File: config.mk
export PLATFORM = sky130hd
export DESIGN_NAME = uart_prog_loader
export DESIGN_NICKNAME = d
export VERILOG_FILES = /design/src/rtl/loader_pkg.sv /design/src/rtl/uart_rx_byte.sv /design/src/rtl/uart_prog_loader.sv
export SDC_FILE = /design/constraint.sdc
export NUM_CORES = 1
export LEC_CHECK = 0
export CAP_MARGIN = 10
export CELL_PAD_IN_SITES_DETAIL_PLACEMENT = 2
export CELL_PAD_IN_SITES_GLOBAL_PLACEMENT = 2
export CORE_UTILIZATION = 40
export CTS_CLUSTER_SIZE = 20
export DETAILED_ROUTE_END_ITERATION = 16
export GPL_TIMING_DRIVEN = 1
export PLACE_DENSITY = 0.85
export SETUP_SLACK_MARGIN = 0.4
export SLEW_MARGIN = 20
export SYNTH_ARGS = -nofsm -noshare
export SYNTH_HDL_FRONTEND = slang
export SYNTH_SLANG_ARGS = --single-unit
File: constraint.sdc
create_clock -name CLK -period 10.65 [get_ports CLK]
set_input_delay 1.5975 -clock CLK [delete_from_list [all_inputs] [get_ports CLK]]
set_output_delay 1.5975 -clock CLK [all_outputs]
set_load 0.01 [all_outputs]
File: src/rtl/loader_pkg.sv
// Shared types and constants for the serial program loader.
package loader_pkg;

    // Loader frame-parsing states.
    typedef enum logic [2:0] {
        ST_IDLE,
        ST_LEN_LO,
        ST_LEN_HI,
        ST_DATA,
        ST_CHK,
        ST_FIN,
        ST_FAIL
    } ld_state_e;

    // UART receiver bit-phase states.
    typedef enum logic [1:0] {
        RX_IDLE,
        RX_START,
        RX_DATA,
        RX_STOP
    } rx_state_e;

    localparam logic [7:0]  HDR_BYTE         = 8'hA5;
    localparam int unsigned CLKS_PER_BIT_DEF = 434;

endpackage

File: src/rtl/uart_rx_byte.sv
// 8N1 UART byte receiver: 2-FF synchronizer, mid-bit sampling timer and
// LSB-first shift register. Emits a one-cycle rx_valid per byte with the
// stop-bit framing error alongside.
module uart_rx_byte
    import loader_pkg::*;
#(
    parameter int unsigned CLKS_PER_BIT = CLKS_PER_BIT_DEF
) (
    input  logic       CLK,
    input  logic       RESET,
    input  logic       RX,
    output logic       rx_valid,
    output logic [7:0] rx_byte,
    output logic       rx_ferr
);

    localparam int unsigned   CW      = $clog2(CLKS_PER_BIT);
    localparam logic [CW-1:0] BIT_END = CW'(CLKS_PER_BIT - 1);
    localparam logic [CW-1:0] HALF_END = CW'(CLKS_PER_BIT / 2 - 1);

    logic            meta_q, sync_q, prev_q;
    rx_state_e       state_q, state_d;
    logic [CW-1:0]   cnt_q, cnt_d;
    logic [2:0]      bit_q, bit_d;
    logic [7:0]      shift_q, shift_d;
    logic            valid_q, valid_d;
    logic [7:0]      byte_q, byte_d;
    logic            ferr_q, ferr_d;

    // Synchronizer resets low so that a start is only recognised after the
    // line has been seen high; this makes the receiver skip any byte that was
    // already in flight when reset was released.
    always_ff @(posedge CLK or posedge RESET) begin
        if (RESET) begin
            meta_q <= 1'b0;
            sync_q <= 1'b0;
            prev_q <= 1'b0;
        end else begin
            meta_q <= RX;
            sync_q <= meta_q;
            prev_q <= sync_q;
        end
    end

    // Receiver state, timer and data registers.
    always_ff @(posedge CLK or posedge RESET) begin
        if (RESET) begin
            state_q <= RX_IDLE;
            cnt_q   <= '0;
            bit_q   <= '0;
            shift_q <= '0;
            valid_q <= 1'b0;
            byte_q  <= '0;
            ferr_q  <= 1'b0;
        end else begin
            state_q <= state_d;
            cnt_q   <= cnt_d;
            bit_q   <= bit_d;
            shift_q <= shift_d;
            valid_q <= valid_d;
            byte_q  <= byte_d;
            ferr_q  <= ferr_d;
        end
    end

    // Bit timing: half a bit to the start centre, then a full bit per sample.
    always_comb begin
        state_d = state_q;
        cnt_d   = cnt_q;
        bit_d   = bit_q;
        shift_d = shift_q;
        valid_d = 1'b0;
        byte_d  = byte_q;
        ferr_d  = ferr_q;
        unique case (state_q)
            RX_IDLE: begin
                if (prev_q && !sync_q) begin
                    state_d = RX_START;
                    cnt_d   = '0;
                end
            end
            RX_START: begin
                if (cnt_q == HALF_END) begin
                    cnt_d   = '0;
                    bit_d   = '0;
                    state_d = sync_q ? RX_IDLE : RX_DATA;
                end else begin
                    cnt_d = cnt_q + CW'(1);
                end
            end
            RX_DATA: begin
                if (cnt_q == BIT_END) begin
                    cnt_d   = '0;
                    shift_d = {sync_q, shift_q[7:1]};
                    if (bit_q == 3'd7) begin
                        state_d = RX_STOP;
                    end else begin
                        bit_d = bit_q + 3'd1;
                    end
                end else begin
                    cnt_d = cnt_q + CW'(1);
                end
            end
            RX_STOP: begin
                if (cnt_q == BIT_END) begin
                    cnt_d   = '0;
                    valid_d = 1'b1;
                    byte_d  = shift_q;
                    ferr_d  = !sync_q;
                    state_d = RX_IDLE;
                end else begin
                    cnt_d = cnt_q + CW'(1);
                end
            end
            default: state_d = RX_IDLE;
        endcase
    end

    assign rx_valid = valid_q;
    assign rx_byte  = byte_q;
    assign rx_ferr  = ferr_q;

endmodule

File: src/rtl/uart_prog_loader.sv
// Serial program loader: parses A5 / LEN_LO / LEN_HI / data / checksum
// frames from the UART and writes each assembled word into instruction
// memory while holding the CPU in reset.
module uart_prog_loader
    import loader_pkg::*;
#(
    parameter int unsigned CLKS_PER_BIT = CLKS_PER_BIT_DEF,
    parameter int unsigned ADDR_W       = 8
) (
    input  logic        CLK,
    input  logic        RESET,
    input  logic        RX,
    input  logic        LOAD_EN,
    output logic        CPU_HOLD,
    output logic        IM_WE,
    output logic [31:0] IM_ADDR,
    output logic [31:0] IM_WDATA,
    output logic        DONE,
    output logic        ERR
);

    logic       rx_valid;
    logic [7:0] rx_byte;
    logic       rx_ferr;

    uart_rx_byte #(
        .CLKS_PER_BIT(CLKS_PER_BIT)
    ) u_rx (
        .CLK      (CLK),
        .RESET    (RESET),
        .RX       (RX),
        .rx_valid (rx_valid),
        .rx_byte  (rx_byte),
        .rx_ferr  (rx_ferr)
    );

    ld_state_e   state_q, state_d;
    logic [15:0] len_q, len_d;
    logic [16:0] widx_q, widx_d;
    logic [1:0]  bidx_q, bidx_d;
    logic [7:0]  chk_q, chk_d;
    logic [31:0] word_q, word_d;
    logic        we_q, we_d;
    logic [31:0] addr_q, addr_d;
    logic [31:0] wdata_q, wdata_d;

    // Loader state and write-port registers.
    always_ff @(posedge CLK or posedge RESET) begin
        if (RESET) begin
            state_q <= ST_IDLE;
            len_q   <= '0;
            widx_q  <= '0;
            bidx_q  <= '0;
            chk_q   <= '0;
            word_q  <= '0;
            we_q    <= 1'b0;
            addr_q  <= '0;
            wdata_q <= '0;
        end else begin
            state_q <= state_d;
            len_q   <= len_d;
            widx_q  <= widx_d;
            bidx_q  <= bidx_d;
            chk_q   <= chk_d;
            word_q  <= word_d;
            we_q    <= we_d;
            addr_q  <= addr_d;
            wdata_q <= wdata_d;
        end
    end

    // Frame parser: advances one step per received byte; disarming wins.
    always_comb begin
        state_d = state_q;
        len_d   = len_q;
        widx_d  = widx_q;
        bidx_d  = bidx_q;
        chk_d   = chk_q;
        word_d  = word_q;
        we_d    = 1'b0;
        addr_d  = addr_q;
        wdata_d = wdata_q;
        if (!LOAD_EN) begin
            state_d = ST_IDLE;
        end else if (rx_valid) begin
            unique case (state_q)
                ST_IDLE, ST_FIN, ST_FAIL: begin
                    if (!rx_ferr && rx_byte == HDR_BYTE) begin
                        state_d = ST_LEN_LO;
                        widx_d  = '0;
                        bidx_d  = '0;
                        chk_d   = '0;
                    end
                end
                ST_LEN_LO: begin
                    if (rx_ferr) begin
                        state_d = ST_FAIL;
                    end else begin
                        len_d[7:0] = rx_byte;
                        state_d    = ST_LEN_HI;
                    end
                end
                ST_LEN_HI: begin
                    if (rx_ferr) begin
                        state_d = ST_FAIL;
                    end else begin
                        len_d[15:8] = rx_byte;
                        if ({rx_byte, len_q[7:0]} == 16'd0) begin
                            state_d = ST_CHK;
                        end else if (32'({rx_byte, len_q[7:0]}) > (32'd1 << ADDR_W)) begin
                            state_d = ST_FAIL;
                        end else begin
                            state_d = ST_DATA;
                        end
                    end
                end
                ST_DATA: begin
                    if (rx_ferr) begin
                        state_d = ST_FAIL;
                    end else begin
                        word_d[8*bidx_q +: 8] = rx_byte;
                        chk_d  = chk_q ^ rx_byte;
                        bidx_d = bidx_q + 2'd1;
                        if (bidx_q == 2'd3) begin
                            we_d    = 1'b1;
                            addr_d  = 32'({widx_q[ADDR_W-1:0], 2'b00});
                            wdata_d = word_d;
                            widx_d  = widx_q + 17'd1;
                            if ((widx_q + 17'd1) == {1'b0, len_q}) begin
                                state_d = ST_CHK;
                            end
                        end
                    end
                end
                ST_CHK: begin
                    state_d = (!rx_ferr && rx_byte == chk_q) ? ST_FIN : ST_FAIL;
                end
                default: state_d = ST_IDLE;
            endcase
        end
    end

    assign CPU_HOLD = (state_q == ST_LEN_LO) || (state_q == ST_LEN_HI) ||
                      (state_q == ST_DATA)   || (state_q == ST_CHK);
    assign DONE     = (state_q == ST_FIN);
    assign ERR      = (state_q == ST_FAIL);
    assign IM_WE    = we_q;
    assign IM_ADDR  = addr_q;
    assign IM_WDATA = wdata_q;

endmodule

# [Word level (Yosys, flattened, before mapping)]
# Cells that the tools add are included.
[word_totals] regBits=154 output_inout_bits=68
[op_classes] addsub=5 n_lt_le_gt_ge=1 n_eq_ne=29 shift=2 mux=45 bitwise_logic=2 reduce_logical=26
[op_table] operator="two-way mux 17 bit" count=3
[op_table] operator="two-way mux 3 bit" count=13
[op_table] operator="negation 5 -> 34 bit" count=1
[op_table] operator="case mux 17 bit (2 select lines)" count=1
[op_table] operator="variable shift 8 x 34 -> 32 bit, first input constant" count=1
[op_table] operator="indexed part select 8 x 34 -> 32 bit" count=1
[op_table] operator="bitwise mux 32 bit" count=1
[op_table] operator="two-way mux 9 bit" count=3
[op_table] operator="case mux 9 bit (3 select lines)" count=1
[op_table] operator="AND reduction 4 bit" count=5
[op_table] operator="two-way mux 2 bit" count=9
[op_table] operator="adder 17 x 1 -> 17 bit, second input constant" count=1
[op_table] operator="equality test 17 x 16 -> 1 bit" count=1
[op_table] operator="greater-than comparator 16 x 9 -> 1 bit, second input constant" count=1
[op_table] operator="logical NOT 16 bit" count=1
[op_table] operator="two-way mux 8 bit" count=2
[op_table] operator="case mux 8 bit (2 select lines)" count=1
[op_table] operator="case mux 3 bit (5 select lines)" count=1
[op_table] operator="AND reduction 5 bit" count=3
[op_table] operator="equality test 3 bit, second input constant" count=4
[op_table] operator="!= test 2 x 1 -> 1 bit, second input constant" count=6
[op_table] operator="adder 9 x 1 -> 9 bit, second input constant" count=1
[op_table] operator="equality test 9 x 8 -> 1 bit, second input constant" count=1
[op_table] operator="equality test 9 bit, second input constant" count=1
[op_table] operator="27 further kinds" count=47

# [Longest topological paths before layout]
[depth] depth_word=8 mapped_depth=10

# [Modules after synthesis]
# Synthesis repeated with hierarchy kept, for this count alone.
[hier_totals] hier_cells=773 area_unflattened_um2=7775.0
[modules_own_cells] module="uart_prog_loader" n_inst=1 cells_each=633 area_per_inst_um2=6083.3 seq_area_each_um2=2977.9
[modules_own_cells] module="uart_rx_byte" n_inst=1 cells_each=140 area_per_inst_um2=1691.6 seq_area_each_um2=875.8

# [Worst setup path before layout]
# OpenSTA, ideal clock, no wires.
[synth_path] path_type="input-to-reg" start="input port LOAD_EN" end="register wdata_q[10] (netlist: IM_WDATA[10])" setup_ns=0.126 arrival_ns=2.893 slack_ns=7.631 stages=7 n_path_buf=2 cell_sequence="nand2_1 -> nor4_2 -> nand2_1 -> clkbuf_1 -> clkbuf_1 -> a221oi_1 -> nor2_1"
[synth_via] elab_chain_len=1
[synth_rtl] item="start, declared" line_no="uart_prog_loader.sv:13" text="input logic LOAD_EN,"
[synth_rtl] item="AND reduction 5 bit (no line)"
[synth_rtl] item="end signal, assigned" line_no="uart_prog_loader.sv:68" text="wdata_q <= wdata_d;"
[synth_rtl] item="end, declared" line_no="uart_prog_loader.sv:45" text="logic [31:0] wdata_q, wdata_d;"
# No other way between the ends.
# A chain may end at the register's enable or synchronous reset.

# [Worst setup path after layout]
[layout_path] start="input port LOAD_EN" end="register widx_q[6]"
[layout_via] elab_chain_len=1
[layout_rtl] item="AND reduction 6 bit (no line)"
[layout_rtl] item="end signal, assigned" line_no="uart_prog_loader.sv:62" text="widx_q <= widx_d;"
[layout_rtl] item="end, declared" line_no="uart_prog_loader.sv:39" text="logic [16:0] widx_q, widx_d;"
# No other way between the ends.

==> results.md <==
- Status: finished, final reports clean
- CTS HTree Levels: 4
- CP Cell Sequence: clkdlybuf4s50_1 > nand2_1 > nor4_2 > buf_4 > nand2_4 > inv_2 > a211oi_1 > nand2b_1 > o31ai_1
- Worst EP required: around 11 ns
- Share of layout cells above drive strength 1: 9.82%
- Clock power frac: a little under half
- Final hold slack: approximately 0.36 ns
- YS warnings: 0
- Mapped cell area: between 0.007 and 0.008 sq mm
- Final antenna-violating net count: 0
- Buf/Inv on CP: 3
- Top delay family on crit path: buffers and inverters
- Routed length per instance: around 22 microns
- Worst-path clk slew: about 0.07 ns
- Tmin final: roughly 4.2 ns
- Initial antenna violation count: 0
- Critical-path top delay cell: inv_2
- Diodes inserted: 0
- FP Rows: 50
- Actual slew at the worst max-slew pin: roughly 1.1 ns
- Final net count: roughly 800
- Synth Register Bits: between 150 and 200
- Drt via density: a little under 6
- PortBufs: between 40 and 50
- Primary FF master, synth: dfrtp_1
- Skew final: around 0.017 ns
- Core area: 0.0186 sq mm
- Final Hold Fails: 0
- CTS Buf Count: 17
- Sw frac: around 24%
- DRT Wirelength: 23,100 microns
- Die area: about 0.020 sq mm
- Hold Path Class: flip-flop to flip-flop
- FMAX: 237 MHz
- Area grow syn2layout: 15.3%
- Max-cap violations: 0
- Peak per-stage delay on the critical path: between 0.8 and 0.9 ns
- Post-synth cell types: 62
- EDFF count, synth: 0
- CTS sink cnt: 154
- DRC: 0
- Setup bufs post-CTS: 0
- Post-route insts no fill: ~1,000
- I/O pin cnt: a little over 70
- Most common cell in the netlist: dfrtp_1
- Worst Setup Start Kind: primary input
- Max-slew headroom: 26.9%
- Crit path capture type: flip-flop
- GRT Util Overall: approximately 25%
- Crit share post-route: approximately two fifths
- Unrepaired setup endpoints after global routing: false
- Post-synthesis sequential area ratio: 50.8%
- CTS root buffer: clkbuf_16
- Hold_buf cts: 0
- Asr flop ratio synth: 100%
- Synth cell count leaders: dfrtp_1, nor2_1, nand2_1
- Comb pwr share: a little over 6%
- Post-Place Cells: between 900 and 1,000
- CTS tree: built
- Seq pwr share: a little under half
- Area leader, netlist: dfrtp_1
- Post-DP HPWL: about 14,000 microns
- Initial DRC count: roughly 300
- Fin. max-slew vios: 0
- Final setup fails: 0
- Power Internal: 1.03 mW
- CTS Buffer Depth: 2
- Pwr/cell area: about 160 mW/mm^2
- Cts repair resizes: 0
- First-pass GRT wire length: roughly 38,000 microns
- Largest net degree at the start of global routing: 86
- Die height: between 100 and 150 microns
- Setup TNS: 0 ns
- Net Switching: between 0.3 and 0.4 mW
- Syn Inst Count: 757
- Post-route cell area: 0.00875 sq mm
- Vias in the first global route: approximately 7,000
- Post-synth top area share: 50.8%
- Die width: ~140 microns
- Placed instance area: around 0.0081 sq mm
- Crit Path Max Fanout: 57
- Syn Area/Cell: 10.0 sq um
- WP data arrival: roughly 4.6 ns
- TritonRoute pass-1 iters: 5
- Skew-Pair Late Insertion Delay: around 0.44 ns
- RD Place Congestion: between 0.8 and 0.9
- Leak: slightly above 4 nW
- Peak supply drop: roughly 0.00013 V
- Initial Util: slightly above 40%
- Vias post-DR: roughly 6,000
- Total gr overflow: 0
- Critical path class: primary input to flip-flop
- Top cells by area, synth: dfrtp_1, mux2_2, nor2_1
[kinds of logic after synthesis]
kind of cell,share of synthesized area (%)
AOI/OAI and AO/OA,16.7
xor gates and xnor gates,4.15
adders and majority gates,1.98
buffers and inverters,5.62
DFF,50.8
muxes,5.27
other,0.0494
and+or+nand+nor,15.4
[placed cells by master, fill, tap and decap left out, types with 10 or more instances in the layout]
master / instances
mux2_2: 32
clkbuf_16: 17
conb_1: 24
xor2_1: 14
ha_1: 12
o21ai_0: 58
inv_1: 12
clkdlybuf4s50_1: 47
nor2_1: 90
nand2_1: 77
nand3_1: 19
dfrtp_1: 154
a21oi_1: 10
a22o_1: 34
a221oi_1: 32
nor3_1: 10
xnor2_1: 22
[flip-flops by register name, indices dropped and copies added (netlist names), 8 cells and up, named ones only]
name          flops
IM_ADDR           8
IM_WDATA         32
chk_q             8
len_q            16
u_rx.cnt_q        9
u_rx.rx_byte      8
u_rx.shift_q      8
widx_q           17
word_q           32
[area by class of cell]
type                       count  area [sq um]
clock buffer                  20           447
clock inverter                12           173
fill                        1922          9890
inverter                      17          68.8
multi-input combinational    541          3420
sequential                   154          3850
tap                          234           293
timing repair buffer          50           493
[power by group through the flow]
stage	sequential (mW)	combinational (mW)	clock, mW
after floorplan	0.630	0.0695	0
after global placement	0.638	0.0708	0
after detailed placement	0.642	0.0852	0
after CTS	0.632	0.0867	0.662
after global routing	0.635	0.0973	0.680
final	0.632	0.0846	0.649
[final timing paths]
kind	from	endpoint	slack, ns	cells past startpoint
worst min-delay path	u_rx.meta_q	u_rx.sync_q	0.36	0
max in group asynchronous	RESET	len_q[8]	7.52	3
worst min register to register	u_rx.meta_q	u_rx.sync_q	0.36	0
min in group asynchronous	RESET	IM_ADDR[5]	1.71	2
worst max register to register	u_rx.rx_byte[1]	widx_q[8]	7.00	7
worst max-delay path	LOAD_EN	widx_q[6]	6.43	9
[metal layers]
| layer | GRT usage (%) | vias up | wire (microns) |
|---|---|---|---|
| li1 | - | 2694 | - |
| met1 | 29.0 | 3143 | 9220 |
| met2 | 45.1 | 142 | 12400 |
| met3 | 4.82 | 34 | 997 |
| met4 | 10.8 | 0 | 488 |
| met5 | 0 | - | 0 |
[through the flow]
stage          utilization (%)  power, mW  worst slack [ns]
2_1_floorplan                -      0.699              4.90
3_3_place_gp              43.5      0.709              5.69
3_5_place_dp              43.5      0.727              5.50
4_1_cts                   46.8       1.38              5.89
5_1_grt                   46.9       1.41              6.19
6_report                  46.9       1.37              6.43
Power figures use the tool's default switching activity.
